[src/rtl/pixel_accum_rmw_if.sv]
// Request handshake and SRAM bus of the pixel read-modify-write accumulator.
// The slave modport is the accumulator's view. The master modport is the view of the front end plus the SRAM.
interface pixel_accum_rmw_if #(
   parameter int DATA_W = 17,
   parameter int SRAM_W = 16,
   parameter int ADDR_W = 20,
   parameter int PX_W   = 10,
   parameter int PY_W   = 9
);
   logic              i_valid;
   logic              o_ready;
   logic              i_mode;
   logic [PX_W-1:0]   i_px;
   logic [PY_W-1:0]   i_py;
   logic [DATA_W-1:0] i_new_data;
   logic [DATA_W-1:0] i_old_data;
   logic [ADDR_W-1:0] o_sram_addr;
   logic              o_sram_oe;
   logic              o_sram_we;
   logic [SRAM_W-1:0] o_sram_wdata;
   logic [SRAM_W-1:0] i_sram_rdata;

   modport slave (
      input  i_valid, i_mode, i_px, i_py, i_new_data, i_old_data, i_sram_rdata,
      output o_ready, o_sram_addr, o_sram_oe, o_sram_we, o_sram_wdata
   );

   modport master (
      output i_valid, i_mode, i_px, i_py, i_new_data, i_old_data, i_sram_rdata,
      input  o_ready, o_sram_addr, o_sram_oe, o_sram_we, o_sram_wdata
   );
endinterface

[src/rtl/pixel_accum_rmw.sv]
// Per-pixel read-modify-write accumulator: stored + new - old, saturated, written back to single-port SRAM.
// SRAM words hold the accumulator with the TRUNC low bits dropped.
module pixel_accum_rmw #(
   parameter int DATA_W = 17,
   parameter int SRAM_W = 16,
   parameter int ACC_W  = 18,
   parameter int COLS   = 640,
   parameter int ROWS   = 480,
   parameter int ADDR_W = 20,
   parameter int RD_LAT = 1
) (
   input  logic                  i_50M_clk,
   input  logic                  i_rst_n,
   pixel_accum_rmw_if.slave      acc_if,
   input  logic                  i_stop,
   output logic                  o_sat,
   output logic                  o_abort,
   output logic [31:0]           o_op_cnt
);

   localparam int TRUNC = ACC_W - SRAM_W;
   localparam int SUM_W = ACC_W + 2;

   typedef enum logic [1:0] {IDLE, RD, MOD, WR} state_t;

   state_t              state_q, state_d;
   logic                live_q;
   logic                mode_q, mode_d;
   logic [ADDR_W-1:0]   addr_q, addr_d;
   logic [DATA_W-1:0]   new_q, new_d;
   logic [DATA_W-1:0]   old_q, old_d;
   logic [2:0]          lat_cnt_q, lat_cnt_d;
   logic [SRAM_W-1:0]   result_q, result_d;
   logic                sat_q, sat_d;
   logic                abort_q, abort_d;
   logic [31:0]         op_cnt_q, op_cnt_d;

   logic                ready;
   logic [ACC_W-1:0]    base;
   logic signed [SUM_W-1:0] sum;

   // Read data lands in the MOD cycle, so the base is taken straight from the bus there.
   always_comb begin
      base = '0;
      if (mode_q) base = ACC_W'(acc_if.i_sram_rdata) << TRUNC;
      sum = $signed(SUM_W'(base)) + $signed(SUM_W'(new_q)) - $signed(SUM_W'(old_q));
   end

   generate
      if (TRUNC > 0) begin : g_lsb
         logic unused_lsb;
         assign unused_lsb = ^sum[TRUNC-1:0];
      end
   endgenerate

   assign ready = live_q && (state_q == IDLE) && !i_stop;

   always_comb begin
      state_d   = state_q;
      mode_d    = mode_q;
      addr_d    = addr_q;
      new_d     = new_q;
      old_d     = old_q;
      lat_cnt_d = lat_cnt_q;
      result_d  = result_q;
      sat_d     = sat_q;
      abort_d   = 1'b0;
      op_cnt_d  = op_cnt_q;

      case (state_q)
         IDLE: begin
            if (acc_if.i_valid && ready) begin
               mode_d    = acc_if.i_mode;
               addr_d    = ADDR_W'(acc_if.i_py) * ADDR_W'(COLS) + ADDR_W'(acc_if.i_px);
               new_d     = acc_if.i_new_data;
               old_d     = acc_if.i_old_data;
               lat_cnt_d = '0;
               state_d   = acc_if.i_mode ? RD : MOD;
            end
         end
         RD: begin
            if (i_stop) begin
               state_d = IDLE;
               abort_d = 1'b1;
            end else if (lat_cnt_q == 3'(RD_LAT - 1)) begin
               state_d = MOD;
            end else begin
               lat_cnt_d = lat_cnt_q + 3'd1;
            end
         end
         MOD: begin
            if (i_stop) begin
               state_d = IDLE;
               abort_d = 1'b1;
            end else begin
               state_d  = WR;
               sat_d    = 1'b0;
               result_d = sum[ACC_W-1:TRUNC];
               if (sum[SUM_W-1]) begin
                  result_d = '0;
                  sat_d    = 1'b1;
               end else if (|sum[SUM_W-2:ACC_W]) begin
                  result_d = '1;
                  sat_d    = 1'b1;
               end
            end
         end
         WR: begin
            state_d  = IDLE;
            op_cnt_d = op_cnt_q + 32'd1;
         end
         default: state_d = IDLE;
      endcase
   end

   always_ff @(posedge i_50M_clk or negedge i_rst_n) begin
      if (!i_rst_n) begin
         state_q   <= IDLE;
         live_q    <= 1'b0;
         mode_q    <= 1'b0;
         addr_q    <= '0;
         new_q     <= '0;
         old_q     <= '0;
         lat_cnt_q <= '0;
         result_q  <= '0;
         sat_q     <= 1'b0;
         abort_q   <= 1'b0;
         op_cnt_q  <= '0;
      end else begin
         state_q   <= state_d;
         live_q    <= 1'b1;
         mode_q    <= mode_d;
         addr_q    <= addr_d;
         new_q     <= new_d;
         old_q     <= old_d;
         lat_cnt_q <= lat_cnt_d;
         result_q  <= result_d;
         sat_q     <= sat_d;
         abort_q   <= abort_d;
         op_cnt_q  <= op_cnt_d;
      end
   end

   assign acc_if.o_ready      = ready;
   assign acc_if.o_sram_addr  = addr_q;
   assign acc_if.o_sram_oe    = (state_q == RD) && (lat_cnt_q == '0);
   assign acc_if.o_sram_we    = (state_q == WR);
   assign acc_if.o_sram_wdata = result_q;
   assign o_sat               = (state_q == WR) && sat_q;
   assign o_abort             = abort_q;
   assign o_op_cnt            = op_cnt_q;

endmodule

[src/flat_wrapper.sv]
// flat-port wrapper written by rule: the top's interface ports become plain ports
module pixel_accum_rmw_flat 
#(
   parameter int DATA_W = 17,
   parameter int SRAM_W = 16,
   parameter int ACC_W  = 18,
   parameter int COLS   = 640,
   parameter int ROWS   = 480,
   parameter int ADDR_W = 20,
   parameter int RD_LAT = 1
)
  (i_50M_clk, i_rst_n, i_stop, o_sat, o_abort, o_op_cnt, acc_if_i_valid, acc_if_i_mode, acc_if_i_px, acc_if_i_py, acc_if_i_new_data, acc_if_i_old_data, acc_if_i_sram_rdata, acc_if_o_ready, acc_if_o_sram_addr, acc_if_o_sram_oe, acc_if_o_sram_we, acc_if_o_sram_wdata);
  pixel_accum_rmw_if #(.DATA_W(DATA_W), .SRAM_W(SRAM_W), .ADDR_W(ADDR_W), .PX_W(($clog2(COLS))), .PY_W(($clog2(ROWS)))) acc_if_i ();
  input  logic i_50M_clk;
  input  logic i_rst_n;
  input  logic i_stop;
  output logic o_sat;
  output logic o_abort;
  output logic [31:0] o_op_cnt;
  input wire logic [$bits(acc_if_i.i_valid)-1:0] acc_if_i_valid;
  input wire logic [$bits(acc_if_i.i_mode)-1:0] acc_if_i_mode;
  input wire logic [$bits(acc_if_i.i_px)-1:0] acc_if_i_px;
  input wire logic [$bits(acc_if_i.i_py)-1:0] acc_if_i_py;
  input wire logic [$bits(acc_if_i.i_new_data)-1:0] acc_if_i_new_data;
  input wire logic [$bits(acc_if_i.i_old_data)-1:0] acc_if_i_old_data;
  input wire logic [$bits(acc_if_i.i_sram_rdata)-1:0] acc_if_i_sram_rdata;
  output wire logic [$bits(acc_if_i.o_ready)-1:0] acc_if_o_ready;
  output wire logic [$bits(acc_if_i.o_sram_addr)-1:0] acc_if_o_sram_addr;
  output wire logic [$bits(acc_if_i.o_sram_oe)-1:0] acc_if_o_sram_oe;
  output wire logic [$bits(acc_if_i.o_sram_we)-1:0] acc_if_o_sram_we;
  output wire logic [$bits(acc_if_i.o_sram_wdata)-1:0] acc_if_o_sram_wdata;
  assign acc_if_i.i_valid = acc_if_i_valid;
  assign acc_if_i.i_mode = acc_if_i_mode;
  assign acc_if_i.i_px = acc_if_i_px;
  assign acc_if_i.i_py = acc_if_i_py;
  assign acc_if_i.i_new_data = acc_if_i_new_data;
  assign acc_if_i.i_old_data = acc_if_i_old_data;
  assign acc_if_i.i_sram_rdata = acc_if_i_sram_rdata;
  assign acc_if_o_ready = acc_if_i.o_ready;
  assign acc_if_o_sram_addr = acc_if_i.o_sram_addr;
  assign acc_if_o_sram_oe = acc_if_i.o_sram_oe;
  assign acc_if_o_sram_we = acc_if_i.o_sram_we;
  assign acc_if_o_sram_wdata = acc_if_i.o_sram_wdata;
  pixel_accum_rmw #(.DATA_W(DATA_W), .SRAM_W(SRAM_W), .ACC_W(ACC_W), .COLS(COLS), .ROWS(ROWS), .ADDR_W(ADDR_W), .RD_LAT(RD_LAT)) u_core (.i_50M_clk(i_50M_clk), .i_rst_n(i_rst_n), .acc_if(acc_if_i), .i_stop(i_stop), .o_sat(o_sat), .o_abort(o_abort), .o_op_cnt(o_op_cnt));
endmodule
[config.mk]
export PLATFORM = sky130hd
export DESIGN_NAME = pixel_accum_rmw_flat
export DESIGN_NICKNAME = d
export VERILOG_FILES = /design/src/rtl/pixel_accum_rmw_if.sv /design/src/rtl/pixel_accum_rmw.sv /design/src/flat_wrapper.sv
export SDC_FILE = /design/constraint.sdc
export NUM_CORES = 1
export LEC_CHECK = 0
export CAP_MARGIN = 20
export CELL_PAD_IN_SITES_DETAIL_PLACEMENT = 2
export CELL_PAD_IN_SITES_GLOBAL_PLACEMENT = 2
export CORE_AREA = 2 2 144 146
export DETAILED_ROUTE_END_ITERATION = 6
export DIE_AREA = 0 0 146 148
export GPL_TIMING_DRIVEN = 0
export PLACE_DENSITY_LB_ADDON = 0.1
export SYNTH_ARGS = -nofsm -noshare
export SYNTH_HDL_FRONTEND = slang
export SYNTH_SLANG_ARGS = --single-unit
[constraint.sdc]
create_clock -name i_50M_clk -period 7.5 [get_ports i_50M_clk]
set_input_delay 1.5 -clock i_50M_clk [delete_from_list [all_inputs] [get_ports i_50M_clk]]
set_output_delay 1.5 -clock i_50M_clk [all_outputs]
set_load 0.05 [all_outputs]
==> results of run 1 <==
## final timing paths
path                                                start  slack [ns]                              to
min in group asynchronous                         i_rst_n        1.05                u_core.old_q[10]
max in group asynchronous                         i_rst_n        5.76    u_core.acc_if.o_sram_addr[2]
setup / recovery                   acc_if_i_sram_rdata[0]        1.72  u_core.acc_if.o_sram_wdata[13]
hold / removal             u_core.acc_if.o_sram_wdata[15]        0.49  u_core.acc_if.o_sram_wdata[15]
setup reg to reg                            u_core.mode_q        2.35  u_core.acc_if.o_sram_wdata[13]
hold reg to reg            u_core.acc_if.o_sram_wdata[15]        0.49  u_core.acc_if.o_sram_wdata[15]
## critical path: cells and delay by family
kind,cells,cell delay [ns]
adders and majority gates,3,0.96
buffers and inverters,2,0.52
AOI/OAI and AO/OA,10,1.76
xor gates and xnor gates,1,0.34
and+or+nand+nor,5,0.90
## power by group
| group | leakage (nW) | total (mW) | internal [mW] | switching, mW |
|---|---|---|---|---|
| sequential | 1.42 | 0.936 | 0.802 | 0.134 |
| combinational | 2.28 | 2.92 | 1.16 | 1.77 |
| clock | 0.155 | 0.522 | 0.245 | 0.277 |
| total | 3.85 | 4.38 | 2.20 | 2.18 |
## cells in the final DEF, fill, tap and decap left out, types with 2 or more instances in the layout
master,instances
o21ai_0,49
inv_8,3
a21oi_1,37
and2_1,22
nor2b_1,9
o21a_1,7
clkinv_8,2
a211oi_1,4
ha_1,56
nand2b_1,4
fa_1,3
o21ai_1,2
xnor2_1,47
clkbuf_1,15
o41a_1,2
nand3_1,14
nor3_1,12
clkdlybuf4s50_1,145
dfrtp_1,111
o21bai_1,3
mux2_2,46
nor2_1,35
and3_1,6
or3_1,2
nand2_1,74
a31oi_1,3
xor2_1,23
nand4_1,11
clkbuf_16,9
inv_1,35
a31o_2,3
a21o_1,10
o31a_1,2
o211ai_1,5
## cells by family after synthesis
| group | share of synthesized area |
|---|---|
| compound gates | 0.1317 |
| mux | 0.07756 |
| flops | 0.4159 |
| simple gates | 0.1381 |
| buf+inv | 0.02885 |
| fa+ha+maj | 0.1156 |
| other cells | 0.0005615 |
| xor+xnor | 0.09179 |
## cell usage after synthesis (all sizes together), types with 2 or more instances
cell type / n
clkbuf: 15
ha: 56
a31o: 3
nor2: 35
nand2: 74
inv: 35
o41a: 2
and2: 22
nor2b: 9
xnor2: 47
o21bai: 3
mux2: 46
or3: 2
nand4: 11
o21ai: 51
a211oi: 4
dfrtp: 111
nor3: 12
a21oi: 37
o31a: 2
a31oi: 3
fa: 3
o211ai: 5
nand3: 14
xor2: 23
nand2b: 5
o21a: 7
a21o: 10
and3: 6
## layout make-up
class / instances / area share
Buffer: 16 / 0.006948
Clock buffer: 9 / 0.02552
Clock inverter: 7 / 0.01035
Inverter: 35 / 0.01489
Multi-Input combinational cell: 509 / 0.4203
Sequential cell: 111 / 0.3148
Tap cell: 270 / 0.03829
Timing Repair Buffer: 147 / 0.1689
## flip-flops by register name, indices dropped and copies added, names as in the netlist, 2 cells and up
signal,flops
u_core.acc_if.o_sram_addr,20
u_core.o_op_cnt,32
u_core.lat_cnt_q,3
u_core.new_q,17
u_core.acc_if.o_sram_wdata,16
u_core.state_q,2
u_core.old_q,17
## routing by layer
metal / GRT usage / routed length, um
met5: 0 / 0
met4: 0.04515 / 206
met3: 0.03549 / 839
met2: 0.3347 / 9709
met1: 0.2352 / 8701
==> summary.txt, run 1 <==
outcome: completed
DR vias: 5,477
area leader, netlist: dfrtp_1
Hold Crit Depth: 2
Nets: 962
Hold WC Path Type: register to register
Total GRT Usage: 0.1876
placer's final routability congestion estimate: 0.7600
largest net degree at the start of global routing: 69
Max clock buf depth: 2
commonest register cell after synthesis: dfrtp_1
first-pass GRT wire length: 32.40 mm
Syn Nets: 804
synth warn: 0
Setup CP Type: input port to register
CP max-delay cell: o21ai_1
Overflow after GRT: 0
synthesized cell area: 0.006679 sq mm
crit path max fanout: 8
core area: 0.02004 sq mm
final hold slack: 0.4895 ns
Avg Inst Size Synth: 9.954 sq um
CP Cell Sequence: clkdlybuf4s50_1 > and2_1 > ha_1 > inv_1 > fa_1 > nor2b_1 > o31a_1 > o21ai_0 > nand2b_1 > a21o_1 > a21oi_1 > xnor2_1 > ha_1 > o21a_1 > o21ai_0 > o21ai_0 > nand2_1 > a21oi_1 > or3_1 > o21ai_1 > o221ai_1
area of the die: 0.02161 sq mm
Post-DP HPWL: 15.61 mm
CTS buffer count: 9
fin cells: 1,104
Ports: 147
PD cells: 496.5 mW/mm^2
crit path time final: 5.783 ns
CP max stage delay: 0.51 ns
period utilization: 0.7711
H-tree depth: 3
vias per inst: 4.961
share of cells above drive strength 1: 0.08993
leakage power figure: 3.852 nW
Multi-input gate area: 0.003709 sq mm
worst vdd ir: 196.7 uV
Slew @ Worst Pin: 0.7944 ns
number of global-route vias before repair: 6,139
final setup margin: 1.717 ns
port buffer count: 146
Setup Skew: 0.01508 ns
Reg clk slew, reported paths: 0.09 ns
sequential cell area: 0.002778 sq mm
initial antenna violation count: 0
clk sinks: 111
crit end category: register
total negative slack: 0 ns
CP dominant cell by count: o21ai_0
worst slack at placement: 1.404 ns
1st-iter DRT viols: 192
final-report hold violation count: 0
Post-Route WL: 19.46 mm
drt drc: 0
Die H: 148 um
initial core utilization: 0.3333
Wirelength per Cell: 17.62 um
Post-CTS Setup Inserts: 0
Synth cell types: 49
Placed Cells: 1,088
normalized max-slew margin: 0.4704
Fmax: 172.9 MHz
required time worst endpoint: 7.71 ns
TritonCTS clock tree: built
maxcap violations: 0
Core Util, Final: 0.4403
hold_buf cts: 0
# fillers: 2,166
ANT cells: 0
pins over their slew limit: 0
chip width: 146 um
top cell type's share of synthesized area: 0.4159
Post-synth ARST share: 1.000
share of the yosys chip area belonging to registers: 0.4159
FP Rows: 52
dpl cell area: 0.008507 sq mm
# resized after CTS: 0
Root Driver: clkbuf_16
RSZ-0062 raised after global routing: false
Post-DRT Antenna Nets: 0
worst reg-to-reg path cell count: 21
drt pass-1 iters: 4
dominant cells by area after synthesis: dfrtp_1 42%, ha_1 10%, mux2_2 7.8%
Synth Instances: 671
post-route cell area: 0.008823 sq mm
#FFs+latches synth: 111
Clk Latency, worst-skew pair: 0.37 ns
Area Growth Syn to Fin: 32.11%
Post-synth EDFFs: 0
Arr. time, crit path: 6.00 ns
final setup violation count: 0
startpoint types: input port
Design Power: 4.381 mW
No activity file was read; power rests on OpenSTA's default activity.
==> run 2: changes to the inputs <==
--- a/config.mk
+++ b/config.mk
@@ -8,9 +8,9 @@
 export CAP_MARGIN = 20
 export CELL_PAD_IN_SITES_DETAIL_PLACEMENT = 2
 export CELL_PAD_IN_SITES_GLOBAL_PLACEMENT = 2
-export CORE_AREA = 2 2 144 146
+export CORE_AREA = 2 2 155 157
 export DETAILED_ROUTE_END_ITERATION = 6
-export DIE_AREA = 0 0 146 148
+export DIE_AREA = 0 0 157 159
 export GPL_TIMING_DRIVEN = 0
 export PLACE_DENSITY_LB_ADDON = 0.1
 export SYNTH_ARGS = -nofsm -noshare
==> constraint.sdc (replaced) <==
create_clock -name i_50M_clk -period 4.7 [get_ports i_50M_clk]
set_input_delay 0.94 -clock i_50M_clk [delete_from_list [all_inputs] [get_ports i_50M_clk]]
set_output_delay 0.94 -clock i_50M_clk [all_outputs]
set_load 0.05 [all_outputs]
==> summary.txt, run 2 (same netlist as run 1, synthesis figures left out) <==
Logic pwr share: 0.696 (was 0.667)
core area: 0.02319 sq mm (was 0.02004 sq mm)
1st-iter DRT viols: 118 (was 192)
port buffer count: 146 (unchanged)
Area Growth Syn to Fin: 37.88% (was 32.11%)
worst vdd ir: 282.0 uV (was 196.7 uV)
Nets: 980 (was 962)
clock power share: 0.106 (was 0.119)
Arr. time, crit path: 4.80 ns (was 6.00 ns)
required time worst endpoint: 4.94 ns (was 7.71 ns)
dpl cell area: 0.008568 sq mm (was 0.008507 sq mm)
PD cells: 821.0 mW/mm^2 (was 496.5 mW/mm^2)
Overflow after GRT: 0 (unchanged)
final setup violation count: 0 (unchanged)
outcome: completed (unchanged)
first-pass GRT wire length: 33.42 mm (was 32.40 mm)
P_sw: 3.650 mW (was 2.176 mW)
share of cells above drive strength 1: 0.1514 (was 0.08993)
commonest non-fill, non-tap cell in the layout: clkdlybuf4s50_1 (unchanged)
DR vias: 5,541 (was 5,477)
worst reg2reg setup slack: 0.27 ns (was 2.35 ns)
chip width: 157 um (was 146 um)
TritonCTS clock tree: built (unchanged)
Top delay family on crit path: compound AO/OA/AOI/OAI gates (unchanged)
Post-DRT Antenna Nets: 0 (unchanged)
drt drc: 0 (unchanged)
CP Cell Sequence: clkdlybuf4s50_1 > and2_4 > ha_4 > o21a_1 > o31a_1 > o311ai_2 > o211ai_1 > o41a_1 > xor2_2 > ha_1 > nand2_1 > o21a_1 > o21ai_2 > nand2_1 > a21oi_2 > or3_4 > maj3_2 > mux2_4 (was clkdlybuf4s50_1 > and2_1 > ha_1 > inv_1 > fa_1 > nor2b_1 > o31a_1 > o21ai_0 > nand2b_1 > a21o_1 > a21oi_1 > xnor2_1 > ha_1 > o21a_1 > o21ai_0 > o21ai_0 > nand2_1 > a21oi_1 > or3_1 > o21ai_1 > o221ai_1)
Post-DP HPWL: 16.04 mm (was 15.61 mm)
Clk Latency, worst-skew pair: 0.36 ns (was 0.37 ns)
Reg clk slew, reported paths: 0.09 ns (about the same)
Int Power: 3.911 mW (was 2.205 mW)
clk sinks: 111 (unchanged)
CP max-delay cell: clkdlybuf4s50_1 (was o21ai_1)
post-route cell area: 0.009209 sq mm (was 0.008823 sq mm)
# fillers: 2,474 (was 2,166)
leakage power figure: 3.976 nW (was 3.852 nW)
maxcap violations: 0 (unchanged)
drt pass-1 iters: 4 (unchanged)
FP Rows: 56 (was 52)
crit path time final: 4.555 ns
Wirelength per Cell: 17.40 um (was 17.62 um)
placer's final routability congestion estimate: 0.7837 (was 0.7600)
Largest register FFs: 32 (unchanged)
Post-Route WL: 20.38 mm (was 19.46 mm)
period utilization: 0.9692
Design Power: 7.561 mW (was 4.381 mW)
startpoint types: input port (unchanged)
Fmax: 219.5 MHz
Flop pwr share: 0.198 (was 0.214)
number of global-route vias before repair: 6,230 (was 6,139)
area of the die: 0.02496 sq mm (was 0.02161 sq mm)
final-report hold violation count: 0 (unchanged)
initial antenna violation count: 0 (unchanged)
Root Driver: clkbuf_16 (unchanged)
largest net degree at the start of global routing: 87 (was 69)
final hold slack: 0.4419 ns (was 0.4895 ns)
crit path max fanout: 4 (was 8)
CP max stage delay: 0.47 ns (was 0.51 ns)
Sw Ratio: 0.4828 (was 0.4967)
hold_buf cts: 0 (unchanged)
Max clock buf depth: 2 (unchanged)
final setup margin: 0.1447 ns (was 1.717 ns)
Ports: 147 (unchanged)
H-tree depth: 3 (unchanged)
CTS buffer count: 9 (unchanged)
ANT cells: 0 (unchanged)
commonest non-fill, non-tap cells in the layout: 142 x clkdlybuf4s50_1, 110 x dfrtp_1, 73 x nand2_1 (was 145 x clkdlybuf4s50_1, 111 x dfrtp_1, 74 x nand2_1)
crit end category: register (unchanged)
Setup CP Type: input port to register (unchanged)
initial core utilization: 0.2880 (was 0.3333)
Slew @ Worst Pin: 0.8792 ns (was 0.7944 ns)
vias per inst: 4.732 (was 4.961)
Hold WC Path Type: input port to async pin (was register to register)
normalized max-slew margin: 0.4139 (was 0.4704)
worst slack at placement: -0.9820 ns (was 1.404 ns)
Die H: 159 um (was 148 um)
worst path bufs/invs: 1 (was 2)
Total GRT Usage: 0.1692 (was 0.1876)
Setup Skew: 0.01381 ns (was 0.01508 ns)
pins over their slew limit: 0 (unchanged)
[run 2: timing repair]
action,4_1_cts,5_1_grt
pin swaps,24,25
setup buffers,15,4
setup endpoints to repair,16,16
gates resized for setup,36,14
[run 2: power by group through the flow]
stage / clock, mW / combinational, mW / sequential, mW
3_5_place_dp: 0 / 4.68 / 1.52
5_1_grt: 0.875 / 5.81 / 1.55
6_report: 0.801 / 5.26 / 1.50
2_1_floorplan: 0 / 2.79 / 1.98
4_1_cts: 0.844 / 5.12 / 1.50
3_3_place_gp: 0 / 4.50 / 1.50
[run 2: metal layers]
| layer | up-vias | global-route usage | share of wire |
|---|---|---|---|
| li1 | 2667 | - | - |
| met1 | 2759 | 0.2192 | 0.45 |
| met2 | 102 | 0.2865 | 0.49 |
| met3 | 13 | 0.03892 | 0.050 |
| met4 | 0 | 0.03711 | 0.011 |
| met5 | - | 0 | 0 |
[run 2: path summary, 6_finish.rpt]
kind,endpoint,startpoint,cells after the start
setup / recovery,u_core.acc_if.o_sram_wdata[9],acc_if_i_sram_rdata[3],18
hold / removal,u_core.old_q[11],i_rst_n,1
setup reg to reg,u_core.acc_if.o_sram_wdata[9],u_core.mode_q,20
hold reg to reg,u_core.o_op_cnt[31],u_core.o_op_cnt[31],1
max in group asynchronous,u_core.lat_cnt_q[0],i_rst_n,2
min in group i_50M_clk,u_core.o_op_cnt[31],u_core.o_op_cnt[31],1
[run 2: cell type report]
class	instances	area (sq um)	area share
sequential	111	2779	0.3018
tap	319	399.1	0.04334
clock inverter	7	86.33	0.009375
inverter	35	131.4	0.01427
buffer	15	62.56	0.006793
clock buffer	9	225.2	0.02446
multi-input combinational	509	3891	0.4226
timing repair buffer	166	1634	0.1774
[run 2: through the flow]
step	setup TNS [ns]	utilization	cells
2_1_floorplan	0	-	671
3_3_place_gp	-228.11	0.3682	1136
3_5_place_dp	-13.44	0.3694	1137
4_1_cts	0	0.3927	1167
5_1_grt	-0.1432	0.3971	1171
6_report	0	0.3971	1171
